### src/rtl/load_counter_arbiter.sv
// Two-requester arbiter and sequencer for a shared loadable up-counter.
// Optional LCA_ROUND_ROBIN_EN selects round-robin ties; default is fixed priority.
module load_counter_arbiter #(
  parameter int unsigned     WIDTH = 4,
  parameter logic [WIDTH-1:0] TERM = '1
) (
  input  logic             clk,
  input  logic             clear_n,
  input  logic             req0_valid,
  input  logic [WIDTH-1:0] req0_data,
  output logic             req0_ack,
  input  logic             req1_valid,
  input  logic [WIDTH-1:0] req1_data,
  output logic             req1_ack,
  input  logic             abort,
  input  logic [WIDTH-1:0] cnt_q,
  output logic             cnt_load,
  output logic [WIDTH-1:0] cnt_in,
  output logic             cnt_inc,
  output logic             cnt_clr,
  output logic [1:0]       grant,
  output logic             busy,
  output logic             done,
  output logic             done_id,
  output logic             done_abort
);

  typedef enum logic [1:0] {
    IDLE = 2'd0,
    LOAD = 2'd1,
    RUN  = 2'd2,
    DONE = 2'd3
  } state_t;

  state_t           state, state_d;
  logic             owner;
  logic [WIDTH-1:0] data_r;
  logic             id_r;
  logic             abort_r;
  logic             take;
  logic             pick1;
  logic             enter_done;

`ifdef LCA_ROUND_ROBIN_EN
  logic last;

  // last=1 means requester 1 was served most recently, so 0 wins a tie
  assign pick1 = req1_valid & (~req0_valid | ~last);

  always_ff @(posedge clk) begin
    if (!clear_n) begin
      last <= 1'b1;
    end else if (take) begin
      last <= pick1;
    end
  end
`else
  assign pick1 = req1_valid & ~req0_valid;
`endif

  always_comb begin
    state_d  = state;
    take     = 1'b0;
    cnt_load = 1'b0;
    cnt_inc  = 1'b0;
    cnt_clr  = 1'b0;
    done     = 1'b0;
    unique case (state)
      IDLE: begin
        if (clear_n && (req0_valid || req1_valid)) begin
          take    = 1'b1;
          state_d = LOAD;
        end
      end
      LOAD: begin
        cnt_load = 1'b1;
        state_d  = abort ? DONE : RUN;
      end
      RUN: begin
        if (abort || (cnt_q == TERM)) begin
          state_d = DONE;
        end else begin
          cnt_inc = 1'b1;
        end
      end
      DONE: begin
        cnt_clr = 1'b1;
        done    = 1'b1;
        state_d = IDLE;
      end
      default: state_d = IDLE;
    endcase
  end

  assign enter_done = (state_d == DONE) && (state != DONE);

  always_ff @(posedge clk) begin
    if (!clear_n) begin
      state   <= IDLE;
      owner   <= 1'b0;
      data_r  <= '0;
      id_r    <= 1'b0;
      abort_r <= 1'b0;
    end else begin
      state <= state_d;
      if (take) begin
        owner  <= pick1;
        data_r <= pick1 ? req1_data : req0_data;
      end
      if (enter_done) begin
        id_r    <= owner;
        abort_r <= abort;
      end
    end
  end

  assign req0_ack   = take & ~pick1;
  assign req1_ack   = take & pick1;
  assign cnt_in     = data_r;
  assign busy       = (state != IDLE);
  assign grant      = ((state == LOAD) || (state == RUN)) ?
                      (owner ? 2'b10 : 2'b01) : 2'b00;
  assign done_id    = id_r;
  assign done_abort = done & abort_r;

endmodule
### config.mk
export PLATFORM = sky130hd
export DESIGN_NAME = load_counter_arbiter
export DESIGN_NICKNAME = d
export VERILOG_FILES = /design/src/rtl/load_counter_arbiter.sv
export SDC_FILE = /design/constraint.sdc
export NUM_CORES = 1
export LEC_CHECK = 0
export BUFFER_PORTS_ARGS = -buffer_cell sky130_fd_sc_hd__buf_2
export CAP_MARGIN = 0
export CORE_MARGIN = 2
export CORE_UTILIZATION = 35
export DETAILED_ROUTE_END_ITERATION = 16
export HOLD_SLACK_MARGIN = 0.12
export PLACE_DENSITY_LB_ADDON = 0.25
export SLEW_MARGIN = 40
export SYNTH_ARGS = -nofsm -noshare
export SYNTH_HDL_FRONTEND = slang
export SYNTH_SLANG_ARGS = --single-unit
### constraint.sdc
create_clock -name clk -period 1.4 [get_ports clk]
set_input_delay 0.14 -clock clk [delete_from_list [all_inputs] [get_ports clk]]
set_output_delay 0.14 -clock clk [all_outputs]
set_load 0.05 [all_outputs]
==> flow_summary.json <==
{
  "status": "finished, violations left",
  "violations": "setup timing",
  "cp_max_fo": 4,
  "synth.yosys.seq_area_share_pct": 31.6,
  "clockBufferDepth": 2,
  "synth_nets": 80,
  "syn_to_final_growth_pct": 64.8,
  "p_sw_share_pct": 47.3,
  "holdBufCountCts": 0,
  "worst_setup_path_end_kind": "output pin",
  "finalPower_uw": 1970,
  "cpLargestDelayFamily": "flip-flops",
  "maxSlewViolCount": 0,
  "synthFlopType": "dfxtp_1",
  "setup_slack_ps": -17.9,
  "grt_pass1_wl_microns": 2170,
  "gr-max-usage-layer": "met2",
  "design_area_sq_um": 938,
  "gp_routability_congestion": 0.647,
  "dieArea_sq_um": 1970,
  "cpPeakStageDelay_ps": 390,
  "drt-vias-per-instance": 4.79,
  "final_common_cell": "buf_2",
  "core-area_sq_um": 1520,
  "drive_gt1_share_pct": 60.8,
  "p_comb_share_pct": 70.4,
  "netlist_area_sq_um": 569,
  "antenna_found_initial": 0,
  "drt_wl_total_microns": 1350,
  "drt-initial-drc-count": 5,
  "power_frac_seq_pct": 19.6,
  "start_util_pct": 37.4,
  "design.portCount": 32,
  "cts_tree": "done",
  "dpl_cell_area_sq_um": 787,
  "n_antenna_cell": 0,
  "cp_slowest_cell": "dfxtp_4",
  "synth.area.top_cells": "dfxtp_1 32%, ha_1 11%, mux2i_1 11%",
  "io_buffers": 31,
  "rows": 14,
  "maxClockFrequency_mhz": 705,
  "startpoint": "state[0]",
  "fillers": 135,
  "htree_levels": 1,
  "power.switching_uw": 933,
  "worst-path-buf-inv": 2,
  "gr-usage-met2_pct": 24.7,
  "grt_overflow": 0,
  "hold_ws_ps": 221,
  "min_from": "abort",
  "final_nets": 120,
  "insertion_delay_ps": 250,
  "wl_per_cell_microns": 11.9,
  "die_w_microns": 44.3,
  "rsz0062_at_grt": "true",
  "utilization_pct": 61.6,
  "post-route-min-period_ps": 1420,
  "multi_input_area_sq_um": 420,
  "async_flop_share_pct": 0,
  "met3_usage_pct": 2.86,
  "drcViolationCount": 0,
  "grt_max_degree": 13,
  "r2r-start": "state[0]",
  "worstPathArrival_ps": 1280,
  "synth.avg_cell_area_sq_um": 9.82,
  "synth_top_area_share_pct": 31.6,
  "fin_worst_skew_ps": 2.13,
  "startpoint_type": "flip-flop",
  "cellLeakagePower_uw": 0.000475,
  "ir_worst_vdd_v": 0.00151,
  "setup_violations": 3,
  "p_int_uw": 1040,
  "finalSetupTns_ps": -21.9,
  "cp_data_required_time_ps": 1260,
  "yosysTopAreaCell": "dfxtp_1",
  "synth_warnings": 0,
  "grt_pass1_vias": 491,
  "drtAntennaViolNets": 0,
  "dr.pass1.iters": 4,
  "clock-sinks": 9,
  "synth-edff-count": 0,
  "hp-class": "input pin to flip-flop",
  "grt_usage_pct": 15.1,
  "p_per_area_nw_per_um2": 2100,
  "cts_buffers": 3,
  "power_frac_clock_pct": 10.0,
  "maxCapViolCount": 0,
  "worst_pin_slew_ps": 311,
  "critical_path_class": "flip-flop to output pin",
  "crit_chain": "inv_6 -> ha_4 -> nor2b_4 -> buf_8",
  "slew_headroom_pct": 79.2,
  "clk_pin_slew_ps": 60,
  "ys_seq_elements": 9,
  "grt_use_met1_pct": 19.8,
  "place_hpwl_microns": 953,
  "most-common-layout-cells": "24 x buf_2, 8 x nand2_1, 7 x dfxtp_1, 7 x buf_4, 6 x mux2i_1",
  "regArea_sq_um": 185,
  "hold_viol": 0,
  "synth_cells": 58,
  "synth_cell_types": 20,
  "cts-root-buf": "clkbuf_4",
  "fin_crit_sh_pct": 101,
  "vias": 541,
  "die_h_microns": 44.3
}
==> metal layers <==
metal	vias to the layer above	share of wire, %
met4	0	0.89
li1	278	-
met5	-	0
met1	240	43
met2	21	48
met3	2	7.6
==> synthesized netlist by cell type, types with 2 or more instances <==
master and n:
o211a_1 4, nand2_1 8, nor2b_1 3, buf_2 2, dfxtp_1 9, and2_1 4
mux2i_1 6, ha_1 5, nor3b_2 2, and3_1 2, inv_1 3, o21a_1 2
==> worst reg2reg max path, stage by stage, from the launching register on <==
cell and delay, ps:
dfxtp_4 390, inv_6 50, ha_4 160, nor3b_4 160
nor4_4 330, mux2i_1 240
==> what timing repair did <==
item | 4_1_cts | 5_1_grt
cloned | 0 | 0
pin swaps | 4 | 0
resized for setup | 24 | 7
setup endpoints to repair | 8 | 8
buffers inserted | 3 | 0
==> power by group through the flow <==
| stage | Sequential [uW] | Combinational, uW | Clock (uW) |
|---|---|---|---|
| 2_1_floorplan | 481 | 798 | 0 |
| 4_1_cts | 384 | 1340 | 201 |
| 5_1_grt | 398 | 1490 | 217 |
| 3_3_place_gp | 368 | 1110 | 0 |
| 6_report | 387 | 1390 | 196 |
| 3_5_place_dp | 370 | 1120 | 0 |
==> metrics by stage <==
stage,std cells,setup WS (ps)
6_report,113,-17.9
3_3_place_gp,106,1.36
4_1_cts,113,-29.1
3_5_place_dp,106,-34.4
5_1_grt,113,-92.3
2_1_floorplan,58,9.29
==> state kept, by name, indices dropped and copies added (netlist names) <==
signal,cells
abort_r,1
cnt_in,4
done_id,1
owner,1
state,2
==> kinds of logic (layout without fill, tap and decap cells) <==
| group | Yosys count | in the layout | share of synthesized area [%] |
|---|---|---|---|
| flip-flops | 9 | 9 | 31.6 |
| AO/OA/AOI/OAI | 8 | 8 | 12.5 |
| AND/OR/NAND/NOR | 23 | 23 | 28.6 |
| buffers and inverters | 7 | 46 | 5.71 |
| multiplexers | 6 | 6 | 10.5 |
| adder cells (fa/ha/maj) | 5 | 5 | 11.0 |
==> final timing paths <==
check / depth (start not counted) / to / slack [ps]
max reg2reg: 5 / abort_r / 0
min reg2reg: 2 / done_id / 460
max: 4 / grant[0] / -20
min: 3 / abort_r / 220
==> final cells by class <==
| cell class | count | share of cell area (%) |
|---|---|---|
| sequential | 9 | 19.7 |
| clock buffer | 4 | 2.80 |
| timing repair buffer | 39 | 28.8 |
| multi-input combinational | 42 | 44.8 |
| inverter | 3 | 1.73 |
| tap | 16 | 2.13 |
Power figures use the tool's default switching activity.
